--- src/rtl/gen3_block_framer_pkg.sv ---
// gen3_block_framer_pkg: sync-header encodings and block geometry shared by the Gen3 framer.
package gen3_block_framer_pkg;
  localparam logic [1:0] SYNC_HDR_DATA = 2'b10;
  localparam logic [1:0] SYNC_HDR_OS = 2'b01;
  localparam int GEN3_WORDS_PER_BLOCK = 4;
  localparam int WORD_W = 32;
  localparam int HDR_W = 2;
  function automatic logic [HDR_W-1:0] sync_hdr(input logic os);
    return os ? SYNC_HDR_OS : SYNC_HDR_DATA;
  endfunction
endpackage

--- src/rtl/gen3_gearbox_130_32.sv ---
// gen3_gearbox_130_32: accumulator gearbox packing 130-bit blocks onto a 32-bit stream.
// BLOCK_MARK_EN adds block_start_o/hdr_offset_o marking the word carrying header bit0.
module gen3_gearbox_130_32
  import gen3_block_framer_pkg::*;
#(
  parameter int ACC_W = 128,
  parameter int LW = $clog2(ACC_W + 1)
) (
  input  logic                    clk_i,
  input  logic                    rst_i,
  input  logic                    push_i,
  input  logic                    first_i,
  input  logic [WORD_W+HDR_W-1:0] bits_i,
  output logic [LW-1:0]           level_o,
  output logic [WORD_W-1:0]       data_o,
  output logic                    valid_o
`ifdef BLOCK_MARK_EN
  ,
  output logic                    block_start_o,
  output logic [4:0]              hdr_offset_o
`endif
);
  logic [ACC_W-1:0] r_acc;
  logic [LW-1:0] r_level;
  logic w_emit;
  logic [LW-1:0] w_lvl_s;
  logic [ACC_W-1:0] w_acc_s;
  logic [ACC_W-1:0] w_ins;
  // New bits land at the post-shift level, so emit and append in one cycle lose nothing.
  always_comb begin
    w_emit = r_level >= LW'(WORD_W);
    w_lvl_s = w_emit ? r_level - LW'(WORD_W) : r_level;
    w_acc_s = w_emit ? r_acc >> WORD_W : r_acc;
    w_ins = push_i ? ACC_W'(bits_i) << w_lvl_s : '0;
  end
  always_ff @(posedge clk_i or negedge rst_i) begin
    if (!rst_i) begin
      r_acc <= '0;
      r_level <= '0;
    end else begin
      r_acc <= w_acc_s | w_ins;
      r_level <= w_lvl_s + (push_i ? (first_i ? LW'(WORD_W + HDR_W) : LW'(WORD_W)) : '0);
    end
  end
  assign level_o = r_level;
  assign data_o = r_acc[WORD_W-1:0];
  assign valid_o = w_emit;
`ifdef BLOCK_MARK_EN
  logic r_mark;
  logic [4:0] r_off;
  // A header always lands below bit 32 and the level then exceeds 32, so it leaves next cycle.
  always_ff @(posedge clk_i or negedge rst_i) begin
    if (!rst_i) begin
      r_mark <= 1'b0;
      r_off <= '0;
    end else begin
      r_mark <= push_i && first_i;
      r_off <= (push_i && first_i) ? w_lvl_s[4:0] : '0;
    end
  end
  assign block_start_o = r_mark;
  assign hdr_offset_o = r_off;
`endif
endmodule

--- src/rtl/gen3_block_framer.sv ---
// gen3_block_framer: Gen3 128b/130b framer with sync-header insertion and 130->32 gearbox.
// BLOCK_MARK_EN adds block_start_o/hdr_offset_o header-position outputs.
module gen3_block_framer
  import gen3_block_framer_pkg::*;
#(
  parameter int ACC_W = 128,
  parameter int READY_THRESH = 64
) (
  input  logic              clk_i,
  input  logic              rst_i,
  input  logic [WORD_W-1:0] data_i,
  input  logic              valid_i,
  input  logic              os_block_i,
  output logic              ready_o,
  output logic [WORD_W-1:0] data_o,
  output logic              valid_o
`ifdef BLOCK_MARK_EN
  ,
  output logic              block_start_o,
  output logic [4:0]        hdr_offset_o
`endif
);
  localparam int LW = $clog2(ACC_W + 1);
  logic [1:0] r_word_cnt;
  logic [LW-1:0] w_level;
  logic w_accept;
  logic w_first;
  logic [WORD_W+HDR_W-1:0] w_bits;
  assign ready_o = w_level < LW'(READY_THRESH);
  always_comb begin
    w_accept = valid_i && ready_o;
    w_first = r_word_cnt == '0;
    w_bits = w_first ? {data_i, sync_hdr(os_block_i)} : {{HDR_W{1'b0}}, data_i};
  end
  always_ff @(posedge clk_i or negedge rst_i) begin
    if (!rst_i) r_word_cnt <= '0;
    else if (w_accept) r_word_cnt <= (r_word_cnt == 2'(GEN3_WORDS_PER_BLOCK - 1)) ? '0 : r_word_cnt + 2'd1;
  end
  gen3_gearbox_130_32 #(.ACC_W(ACC_W), .LW(LW)) u_gearbox (
    .clk_i(clk_i),
    .rst_i(rst_i),
    .push_i(w_accept),
    .first_i(w_first),
    .bits_i(w_bits),
    .level_o(w_level),
    .data_o(data_o),
    .valid_o(valid_o)
`ifdef BLOCK_MARK_EN
    ,
    .block_start_o(block_start_o),
    .hdr_offset_o(hdr_offset_o)
`endif
  );
endmodule

--- config.mk ---
export PLATFORM = sky130hd
export DESIGN_NAME = gen3_block_framer
export DESIGN_NICKNAME = d
export VERILOG_FILES = /design/src/rtl/gen3_block_framer_pkg.sv /design/src/rtl/gen3_gearbox_130_32.sv /design/src/rtl/gen3_block_framer.sv
export SDC_FILE = /design/constraint.sdc
export NUM_CORES = 1
export LEC_CHECK = 0
export BUFFER_PORTS_ARGS = -buffer_cell sky130_fd_sc_hd__buf_2
export CAP_MARGIN = 20
export CORE_ASPECT_RATIO = 1.75
export CORE_MARGIN = 2
export CORE_UTILIZATION = 45
export DETAILED_ROUTE_END_ITERATION = 8
export GPL_TIMING_DRIVEN = 1
export PLACE_DENSITY = 0.64
export SYNTH_ARGS = -nofsm -noshare
export SYNTH_HDL_FRONTEND = slang
export SYNTH_HIERARCHICAL = 1
export SYNTH_SLANG_ARGS = --single-unit
--- constraint.sdc ---
create_clock -name clk_i -period 3.5 [get_ports clk_i]
set_input_delay 1.05 -clock clk_i [delete_from_list [all_inputs] [get_ports clk_i]]
set_output_delay 1.05 -clock clk_i [all_outputs]
set_load 0.02 [all_outputs]
Word-level counts from Yosys, hierarchy flattened
Index checks and enable logic that the tools add are counted.
- add/sub/neg operators: 3
- $lt $le $gt $ge: 2
- equal/unequal tests: 1
- shift operators: 1
- multiplexer cells: 8
- bitwise operators: 1
- reductions and logical operators: 2
- operators with widths (cell ; count):
    $mux 128 ; 2
    $or 128x128->128 ; 1
    $shl 34x8->128 ; 1
    $mux 34 ; 1
    $mux 8 ; 2
    $add 8x8->8 ; 1
    $ge 8x6->1 const B ; 1
    $lt 8x7->1 const B ; 1
    $sub 8x6->8 const B ; 1
    $mux 2 ; 3
    $add 2x1->2 const B ; 1
    $eq 2x2->1 const B ; 1
    $logic_not 2->1 ; 1
    $logic_and 1x1->1 ; 1
- bits in registers: 138
- bits of input ports: 36
- output and inout bits: 34
- word-level logic and storage cells: 21

Longest topological paths before layout
Gate-level depths: netlist of the first run.
- word-level depth: 5
- mapped depth: 11
- gate-level depth less buffers: 9

Hierarchy
Netlist of the first run, hierarchy kept.
- modules (own cells, without submodules) (module ; times used ; cells each ; area each (µm²) ; sequential area each (µm²)):
    gen3_gearbox_130_32 ; 1 ; 828 ; 8356.8 ; 3378.2
    gen3_block_framer ; 1 ; 51 ; 621.8 ; 50.0

Least setup slack after synthesis of the first run
OpenSTA, ideal clock, no wires.
- path kind: in2reg
- start: in valid_i
- end: reg u_gearbox.r_level[7] (netlist: u_gearbox/level_o[7])
- library setup time: 0.086 ns
- data arrival time: 2.723 ns
- data required time: 3.414 ns
- slack: 0.691 ns
- stages: 9
- cell sequence: nor3b_4 -> clkbuf_1 -> and2_1 -> ha_1 -> ha_1 -> nand2_1 -> maj3_1 -> o21a_1 -> nor3_1
- cells in the longest elaborated chain, start to end: 3
- RTL lines (element ; RTL line ; RTL):
    start: declaration ; gen3_block_framer.sv:12 ; input logic valid_i,
    $logic_and 1x1->1 ; gen3_block_framer.sv:31 ; w_accept = valid_i && ready_o;
    $mux 8 ; gen3_gearbox_130_32.sv:42 ; r_level <= w_lvl_s + (push_i ? (first_i ? LW'(WORD_W + HDR_W) : LW'(WORD_W)) : '0);
    $add 8x8->8 ; gen3_gearbox_130_32.sv:42 ;
    end signal: assignment ; gen3_gearbox_130_32.sv:42 ;
    end: declaration ; gen3_gearbox_130_32.sv:24 ; logic [LW-1:0] r_level;
No other way between the ends.
A chain may end at the register's enable or synchronous reset.

Worst setup path after layout of the first run
- start: reg r_word_cnt[0]
- end: reg u_gearbox.r_acc[80]
- cells in the longest elaborated chain, start to end: 5
- RTL lines (element ; RTL line ; RTL):
    start: declaration ; gen3_block_framer.sv:24 ; logic [1:0] r_word_cnt;
    start signal: assignment ; gen3_block_framer.sv:37 ; else if (w_accept) r_word_cnt <= (r_word_cnt == 2'(GEN3_WORDS_PER_BLOCK - 1)) ? '0 : r_word_cnt + 2'd1;
    $logic_not 2->1 ; gen3_block_framer.sv:32 ; w_first = r_word_cnt == '0;
    $mux 34 ; gen3_block_framer.sv:33 ; w_bits = w_first ? {data_i, sync_hdr(os_block_i)} : {{HDR_W{1'b0}}, data_i};
    via w_bits[6] ; gen3_block_framer.sv:28 ; logic [WORD_W+HDR_W-1:0] w_bits;
    $shl 34x8->128 ; gen3_gearbox_130_32.sv:34 ; w_ins = push_i ? ACC_W'(bits_i) << w_lvl_s : '0;
    $mux 128 ; gen3_gearbox_130_32.sv:34 ;
    $or 128x128->128 ; gen3_gearbox_130_32.sv:41 ; r_acc <= w_acc_s | w_ins;
    end signal: assignment ; gen3_gearbox_130_32.sv:41 ;
    end: declaration ; gen3_gearbox_130_32.sv:23 ; logic [ACC_W-1:0] r_acc;
The timed path passes the listed nets, and every way through them passes these cells.

==> results of run 1 <==
[area by class of cell]
type | instances | area, sq um
timing repair buffer | 96 | 604
clock buffer | 27 | 503
clock inverter | 3 | 40.0
multi-input combinational | 628 | 4910
fill | 1874 | 9810
tap | 245 | 307
inverter | 11 | 41.3
sequential | 137 | 3430
[where the power goes]
group | leakage, uW | internal [uW] | switching [uW]
Clock | 0.000267 | 1040 | 637
Sequential | 0.00186 | 2070 | 320
Combinational | 0.00226 | 2470 | 4070
[per-layer routing]
metal,global-route usage (%),vias to the layer above
li1,-,3305
met1,31.2,3635
met2,41.6,304
met3,3.85,66
met4,12.5,0
met5,0,-
[flip-flops by register name (all words and copies together) (netlist names)]
| signal | flops |
|---|---|
| u_gearbox/level_o | 7 |
| r_word_cnt | 2 |
| u_gearbox/r_acc | 128 |
[worst min-delay path by stage]
stage / to / startpoint / slack (ns) / depth (start not counted)
after floorplan: u_gearbox/r_acc[127]$_DFF_PN0_ / u_gearbox/r_acc[127]$_DFF_PN0_ / 0.45 / 2
after global placement: u_gearbox/r_acc[115]$_DFF_PN0_ / u_gearbox/r_acc[115]$_DFF_PN0_ / 0.46 / 1
after detailed placement: u_gearbox/r_acc[115]$_DFF_PN0_ / u_gearbox/r_acc[115]$_DFF_PN0_ / 0.47 / 1
after CTS: u_gearbox/r_acc[115]$_DFF_PN0_ / u_gearbox/r_acc[115]$_DFF_PN0_ / 0.48 / 1
after global routing: u_gearbox/r_acc[99]$_DFF_PN0_ / u_gearbox/r_acc[99]$_DFF_PN0_ / 0.50 / 2
final: u_gearbox/r_acc[115]$_DFF_PN0_ / u_gearbox/r_acc[115]$_DFF_PN0_ / 0.48 / 1
[stage by stage]
| step | setup slack, ns | cell area, sq um | hold WS [ns] |
|---|---|---|---|
| 3_5_place_dp | 0.371 | 9300 | 0.469 |
| 4_1_cts | 0.501 | 9840 | 0.481 |
| 5_1_grt | 0.334 | 9840 | 0.498 |
| 3_3_place_gp | 0.416 | 9300 | 0.460 |
| 2_1_floorplan | 0.691 | 8970 | 0.448 |
| 6_report | 0.471 | 9840 | 0.482 |
==> impl_metrics.toml, run 1 <==
[grt]
grt_use_total_pct = 24.8
gr-total-overflow = 0
grt_pass1_wl_um = 41300
grt_max_degree = 130
antenna_found_initial = 0
grt_pass1_vias = 7213

[flow_run]
max-cap-violations = 0

[cells_and_area]
fin_cells = 1147
fin_util_pct = 50.1
final_common_cell = "dfrtp_1"
diodes = 0
final_layout_size_suffix_gt1_share_pct = 23.3
layout_common_cells = "dfrtp_1, mux2i_1, nor2_1, o221ai_1, buf_2"
layout.nets = 934
areaGrowthSynthToFinish_pct = 9.73

[worst_setup_path]
max_stage_delay_ns = 0.58
rr_endpoint = "u_gearbox/r_acc[80]$_DFF_PN0_"
crit_fanout = 27
path_depth = 9
crit_family = "multiplexers"
crit_chain = "inv_1 -> ha_1 -> buf_12 -> mux2_2 -> mux4_1 -> a32o_1 -> a211oi_2 -> nor2_1 -> o32a_1"
worstPathArrival_ns = 3.33
r2r_slack_ns = 0.47
path_class = "reg2reg"
cpMaxStageDelayCell = "mux4_1"
worstPathRequired_ns = 3.80
critPathCapture = "u_gearbox/r_acc[80]$_DFF_PN0_"
startpoint = "r_word_cnt[0]$_DFFE_PN0P_"
critical_path_buf_inv_count = 2
crit_path_end_kind = "flop"
r2r-start = "r_word_cnt[0]$_DFFE_PN0P_"
reg2regPathDepth = 9
critPathLaunchType = "flop"

[cts]
cts_made_buffers = 17
cts_sinks = 137
post_cts_buffers = 0
clk_pin_slew_ns = 0.06
cts_hold_buf = 0
clock_tree.buffer_depth = 2
h-tree-depth = 4
post_cts_resized = 0
worstSkewPairLatency_ns = 0.42
tritoncts = "done"
root_buffer = "clkbuf_16"

[route]
dr_wl_met3_um = 1370
met2_length_um = 12900
dr.pass1.iters = 5
wl_um = 25900
via_per_inst = 6.37
wl_met1_um = 10300
drc = 0
ant_nets = 0
top_layer = "met4"
drt-wirelength-per-cell_um = 22.5
dr_total_vias = 7310
initialDrtViolationCount = 701

[pwr]
p_per_area_nw_per_um2 = 1080
leakage_uw = 0.00439
total_power_uw = 10600
ir_drop_v = 0.000743

[synth]
netlist_area_sq_um = 8970
synth_cells = 877
syn_area_per_cell_sq_um = 10.2
ys_warn_count = 6
synth.net_count = 920

[timing]
setup_tns_ns = 0
maxSlewHeadroom_pct = 46.2
fmax_mhz = 330
drv_slew = 0
tightest_slew_ns = 0.808
finalHoldViolations = 0
skew_ns = 0.00943
grt_setup_unrepaired = "false"
setup_viol = 0
post-route-period-util_pct = 86.5
finalCriticalPeriod_ns = 3.03

[place]
gp_congestion = 0.942
port_buffers = 69
numPlacedInstances = 1117
dp_hpwl_um = 18500

[worst_hold_path]
holdCritPathClass = "reg2reg"

[die]
die_w_um = 111
die_area_sq_um = 21100
fp.dieH_um = 191
core_sq_um = 19700
row_count = 68
initial_utilization_pct = 45.6
ios = 70

[outcome]
status = "finished, final reports clean"
(Power assumes the default switching activity.)
==> run 2, diff against run 1 <==
--- a/config.mk
+++ b/config.mk
@@ -7,12 +7,14 @@
 export LEC_CHECK = 0
 export BUFFER_PORTS_ARGS = -buffer_cell sky130_fd_sc_hd__buf_2
 export CAP_MARGIN = 20
+export CELL_PAD_IN_SITES_DETAIL_PLACEMENT = 1
+export CELL_PAD_IN_SITES_GLOBAL_PLACEMENT = 1
 export CORE_ASPECT_RATIO = 1.75
 export CORE_MARGIN = 2
 export CORE_UTILIZATION = 45
 export DETAILED_ROUTE_END_ITERATION = 8
 export GPL_TIMING_DRIVEN = 1
-export PLACE_DENSITY = 0.64
+export PLACE_DENSITY = 0.77
 export SYNTH_ARGS = -nofsm -noshare
 export SYNTH_HDL_FRONTEND = slang
 export SYNTH_HIERARCHICAL = 1
==> run 2 against run 1 <==
Compared with the run above:
- final cell count is 0.78% higher
- wire length is 10% higher
- power is 3.8% higher
- maximum frequency is 3.9% lower
- final area is 0.94% higher
==> impl_metrics.toml, run 2 (same netlist as run 1, synthesis figures left out) <==
[timing]
setup_viol = 0
post-route-period-util_pct = 90.0
finalHoldViolations = 0
tightest_slew_ns = 0.803
setup_tns_ns = 0
drv_slew = 0
fmax_mhz = 317
grt_setup_unrepaired = "false"
maxSlewHeadroom_pct = 45.9
skew_ns = 0.0107
setup_ws_ns = 0.349
finalCriticalPeriod_ns = 3.15

[worst_hold_path]
holdPathEnd = "u_gearbox/r_acc[115]$_DFF_PN0_"
hold_depth = 1
holdCritPathClass = "reg2reg"
min_from = "u_gearbox/r_acc[115]$_DFF_PN0_"

[cts]
root_buffer = "clkbuf_16"
cts_hold_buf = 0
clk_pin_slew_ns = 0.06
cts_made_buffers = 17
post_cts_buffers = 0
h-tree-depth = 4
tritoncts = "done"
clock_tree.buffer_depth = 2
worstSkewPairLatency_ns = 0.43
post_cts_resized = 0
cts_sinks = 137

[worst_setup_path]
max_stage_delay_ns = 0.44
crit_path_end_kind = "primary output"
crit_family = "buffers and inverters"
startpoint = "u_gearbox/level_o[4]$_DFF_PN0_"
path_class = "reg2out"
r2r_slack_ns = 0.41
critical_path_buf_inv_count = 3
crit_fanout = 9
critPathLaunchType = "flop"
cpMaxStageDelayCell = "or3_1"
crit_chain = "buf_4 -> or3_1 -> o21a_4 -> inv_1 -> buf_2"
reg2regPathDepth = 8
worstPathRequired_ns = 2.45
worstPathArrival_ns = 2.10
r2r-start = "r_word_cnt[0]$_DFFE_PN0P_"
rr_endpoint = "u_gearbox/r_acc[59]$_DFF_PN0_"

[pwr]
ir_drop_v = 0.000791
power.clock.fraction_pct = 16.6
leakage_uw = 0.00444
comb_power_share_pct = 61.1
switching_share_pct = 47.9
seqPwrFrac_pct = 22.3
p_per_area_nw_per_um2 = 1110
p_int_uw = 5740
p_sw_uw = 5280

[grt]
gr-total-overflow = 0
antenna_found_initial = 0
grt_use_total_pct = 27.3
grt_max_degree = 130
grt_pass1_wl_um = 45300
grt_pass1_vias = 7982

[cells_and_area]
areaGrowthSynthToFinish_pct = 10.8
diodes = 0
layout_common_cells = "dfrtp_1, mux2i_1, nor2_1, o221ai_1, buf_2"
final_layout_size_suffix_gt1_share_pct = 24.3
multiInputGateArea_sq_um = 4910
layout.nets = 942
fill_cells = 2157
largest_reg_flops = 128
seqCellArea_sq_um = 3430
top_register = "u_gearbox/r_acc"
final_common_cell = "dfrtp_1"

[die]
die_w_um = 111
row_count = 68
core_sq_um = 19700
fp.dieH_um = 191
initial_utilization_pct = 45.6
ios = 70
die_area_sq_um = 21100

[route]
dr_total_vias = 7394
drc = 0
via_per_inst = 6.40
drt-wirelength-per-cell_um = 24.6
wl_um = 28500
dr.pass1.iters = 5
ant_nets = 0
initialDrtViolationCount = 556

[place]
post-place-ws_ns = 0.354
port_buffers = 69
dp_hpwl_um = 20300
gp_congestion = 0.908

[outcome]
status = "finished, final reports clean"

[flow_run]
max-cap-violations = 0
==> run 2: changes by cell type in the layout (fill, tap and decap cells not counted) <==
| cell | previous run | this run |
|---|---|---|
| clkinvlp_4 | 0 | 2 |
| buf_12 | 4 | 3 |
| clkbuf_1 | 6 | 4 |
| clkinv_2 | 2 | 3 |
| buf_4 | 23 | 32 |
| bufinv_16 | 1 | 3 |
| clkbuf_8 | 4 | 2 |
==> run 2: through the flow <==
| step | total power, uW | instance area, sq um | hold slack, ns | utilization [%] | cells |
|---|---|---|---|---|---|
| 2_1_floorplan | 7140 | 8970 | 0.448 | - | 877 |
| 3_3_place_gp | 8890 | 9340 | 0.458 | 47.5 | 1125 |
| 5_1_grt | 11600 | 9930 | 0.521 | 50.5 | 1156 |
| 3_5_place_dp | 9040 | 9340 | 0.465 | 47.5 | 1125 |
| 4_1_cts | 11000 | 9930 | 0.478 | 50.5 | 1156 |
| 6_report | 11000 | 9930 | 0.482 | 50.5 | 1156 |
==> run 2: power by group through the flow <==
| stage | combinational [uW] | clock, uW | sequential, uW |
|---|---|---|---|
| 6_report | 6740 | 1830 | 2460 |
| 5_1_grt | 7160 | 1920 | 2520 |
| 4_1_cts | 6660 | 1860 | 2450 |
| 3_5_place_dp | 6570 | 0 | 2470 |
| 3_3_place_gp | 6450 | 0 | 2440 |
| 2_1_floorplan | 4840 | 0 | 2290 |
==> run 2: worst max path at each step <==
stage / to / slack (ns) / depth (start not counted)
final: valid_o / 0.35 / 5
after global routing: u_gearbox/r_acc[91]$_DFF_PN0_ / 0.26 / 8
after CTS: valid_o / 0.33 / 5
after detailed placement: u_gearbox/r_acc[59]$_DFF_PN0_ / 0.35 / 7
after global placement: u_gearbox/r_acc[81]$_DFF_PN0_ / 0.38 / 8
after floorplan: u_gearbox/level_o[7]$_DFF_PN0_ / 0.69 / 9
==> run 2: layout make-up <==
| cell class | count | area share, % |
|---|---|---|
| Tap cell | 245 | 3.09 |
| Clock buffer | 23 | 4.71 |
| Multi-Input combinational cell | 628 | 49.5 |
| Inverter | 11 | 0.416 |
| Clock inverter | 8 | 1.21 |
| Timing Repair Buffer | 104 | 6.56 |
| Sequential cell | 137 | 34.5 |
==> run 2: routing by layer <==
metal / vias to the layer above / part of all wire, % / GRT usage, % / routed length [um]
met4: 0 / 5.4 / 15.2 / 1540
met1: 3813 / 40 / 31.5 / 11400
met5: - / 0 / 0 / 0
met3: 61 / 3.2 / 3.66 / 906
li1: 3323 / - / - / -
met2: 197 / 51 / 48.6 / 14700
==> run 3, diff against run 2 <==
--- a/config.mk
+++ b/config.mk
@@ -14,7 +14,7 @@
 export CORE_UTILIZATION = 45
 export DETAILED_ROUTE_END_ITERATION = 8
 export GPL_TIMING_DRIVEN = 1
-export PLACE_DENSITY = 0.77
+export PLACE_DENSITY = 0.76
 export SYNTH_ARGS = -nofsm -noshare
 export SYNTH_HDL_FRONTEND = slang
 export SYNTH_HIERARCHICAL = 1
==> run 3 against run 2 <==
Compared with the run above:
- first-iteration DRC count decreased by 21%
- power decreased by 1.8%
- maximum frequency is 3.0% higher
- final cell count decreased by 0.17%
- final area down 0.58%
- via count is 0.19% lower
- sequential share of layout area rose by 0.20 points
- critical path depth grew 4
- combinational power about the same
- critical path type is now reg2reg
==> impl_metrics.toml, run 3 (same netlist as run 1, synthesis figures left out) <==
[outcome]
status = "finished, final reports clean"

[route]
drt-wirelength-per-cell_um = 24.5
initialDrtViolationCount = 439
wl_um = 28200
drc = 0
dr.pass1.iters = 5
dr_total_vias = 7380
ant_nets = 0
via_per_inst = 6.40

[cts]
clock_tree.buffer_depth = 2
clk_pin_slew_ns = 0.06
post_cts_resized = 0
h-tree-depth = 4
root_buffer = "clkbuf_16"
tritoncts = "done"
cts_sinks = 137
cts_made_buffers = 17
post_cts_buffers = 0
worstSkewPairLatency_ns = 0.43
cts_hold_buf = 0

[worst_setup_path]
path_class = "reg2reg"
crit_fanout = 27
crit_chain = "inv_1 -> ha_1 -> buf_12 -> mux2_2 -> mux4_1 -> a32o_1 -> a211oi_2 -> nor2_1 -> o32a_1"
cpMaxStageDelayCell = "mux4_1"
r2r_slack_ns = 0.44
critPathLaunchType = "flop"
critPathCapture = "u_gearbox/r_acc[80]$_DFF_PN0_"
worstPathArrival_ns = 3.36
crit_path_end_kind = "flop"
reg2regPathDepth = 9
r2r-start = "r_word_cnt[0]$_DFFE_PN0P_"
worstPathRequired_ns = 3.80
rr_endpoint = "u_gearbox/r_acc[80]$_DFF_PN0_"
startpoint = "r_word_cnt[0]$_DFFE_PN0P_"
max_stage_delay_ns = 0.57

[die]
die_w_um = 111
core_sq_um = 19700
die_area_sq_um = 21100
fp.dieH_um = 191
row_count = 68
initial_utilization_pct = 45.6
ios = 70

[cells_and_area]
top_register = "u_gearbox/r_acc"
final_layout_size_suffix_gt1_share_pct = 23.8
multiInputGateArea_sq_um = 4910
fill_cells = 2185
areaGrowthSynthToFinish_pct = 10.1
seqCellArea_sq_um = 3430
final_common_cell = "dfrtp_1"
layout_common_cells = "dfrtp_1, mux2i_1, nor2_1, o221ai_1, buf_2"
layout.nets = 938
largest_reg_flops = 128

[timing]
drv_slew = 0
fmax_mhz = 327
setup_viol = 0
finalCriticalPeriod_ns = 3.06
tightest_slew_ns = 0.849
maxSlewHeadroom_pct = 42.8
setup_tns_ns = 0
skew_ns = 0.00663
finalHoldViolations = 0
grt_setup_unrepaired = "false"
post-route-period-util_pct = 87.4

[place]
port_buffers = 69
dp_hpwl_um = 20400
gp_congestion = 0.931

[grt]
grt_pass1_wl_um = 45100
antenna_found_initial = 1
grt_use_total_pct = 27.4
grt_max_degree = 61
grt_pass1_vias = 7855
gr-total-overflow = 0

[pwr]
total_power_uw = 10800
ir_drop_v = 0.000610
p_per_area_nw_per_um2 = 1100
leakage_uw = 0.00441

[worst_hold_path]
holdCritPathClass = "reg2reg"

[flow_run]
max-cap-violations = 0
==> run 3: cell types whose count changed in the layout (fill, tap and decap cells not counted) <==
| cell | before | now |
|---|---|---|
| buf_4 | 32 | 28 |
| clkbuf_1 | 4 | 6 |
| clkinv_2 | 3 | 4 |
| diode_2 | 0 | 1 |
| bufinv_16 | 3 | 2 |
| clkinvlp_4 | 2 | 1 |
| clkinv_4 | 0 | 1 |
| clkbuf_8 | 2 | 1 |
==> run 3: metal layers <==
layer | global-route usage (%) | share of wire (%) | vias up
met5 | 0 | 0 | -
met4 | 16.0 | 5.9 | 0
met3 | 4.26 | 3.9 | 63
met2 | 46.9 | 51 | 207
met1 | 32.6 | 40 | 3783
li1 | - | - | 3327
==> run 3: worst min-delay path by stage <==
stage | startpoint | to | slack (ns) | cells after the start
6_report | u_gearbox/r_acc[124]$_DFF_PN0_ | u_gearbox/r_acc[124]$_DFF_PN0_ | 0.49 | 2
3_3_place_gp | u_gearbox/r_acc[115]$_DFF_PN0_ | u_gearbox/r_acc[115]$_DFF_PN0_ | 0.46 | 1
4_1_cts | u_gearbox/r_acc[124]$_DFF_PN0_ | u_gearbox/r_acc[124]$_DFF_PN0_ | 0.49 | 2
3_5_place_dp | u_gearbox/r_acc[105]$_DFF_PN0_ | u_gearbox/r_acc[105]$_DFF_PN0_ | 0.47 | 2
5_1_grt | u_gearbox/r_acc[122]$_DFF_PN0_ | u_gearbox/r_acc[122]$_DFF_PN0_ | 0.52 | 2
2_1_floorplan | u_gearbox/r_acc[127]$_DFF_PN0_ | u_gearbox/r_acc[127]$_DFF_PN0_ | 0.45 | 2
==> run 3: power by group <==
part           switching [uW]  leakage [uW]  internal (uW)
clock                     669      0.000272           1060
sequential                310       0.00186           2070
combinational            4250       0.00228           2470
total                    5220       0.00441           5600
==> run 3: area by class of cell <==
type / instances / share of cell area (%)
Multi-Input combinational cell: 628 / 49.8
Sequential cell: 137 / 34.7
Timing Repair Buffer: 100 / 6.30
Clock buffer: 24 / 4.68
Tap cell: 245 / 3.10
Clock inverter: 8 / 0.976
Inverter: 11 / 0.418
Antenna cell: 1 / 0.0253
==> run 3: worst max-delay path: cells and delay by family (launching register included) <==
kind / cells / cell delay [ns]
mux: 2 / 0.97
compound gates: 3 / 0.96
flops: 1 / 0.41
buf+inv: 2 / 0.30
fa+ha+maj: 1 / 0.20
simple gates: 1 / 0.10
==> run 3: metrics by stage <==
stage / hold slack [ns] / area, sq um / util [%] / setup slack, ns / std cells
final: 0.487 / 9870 / 50.2 / 0.441 / 1154
after global routing: 0.519 / 9870 / 50.2 / 0.331 / 1154
after CTS: 0.487 / 9870 / 50.2 / 0.449 / 1153
after detailed placement: 0.472 / 9310 / 47.4 / 0.319 / 1121
after global placement: 0.460 / 9310 / 47.4 / 0.371 / 1121
after floorplan: 0.448 / 8970 / - / 0.691 / 877
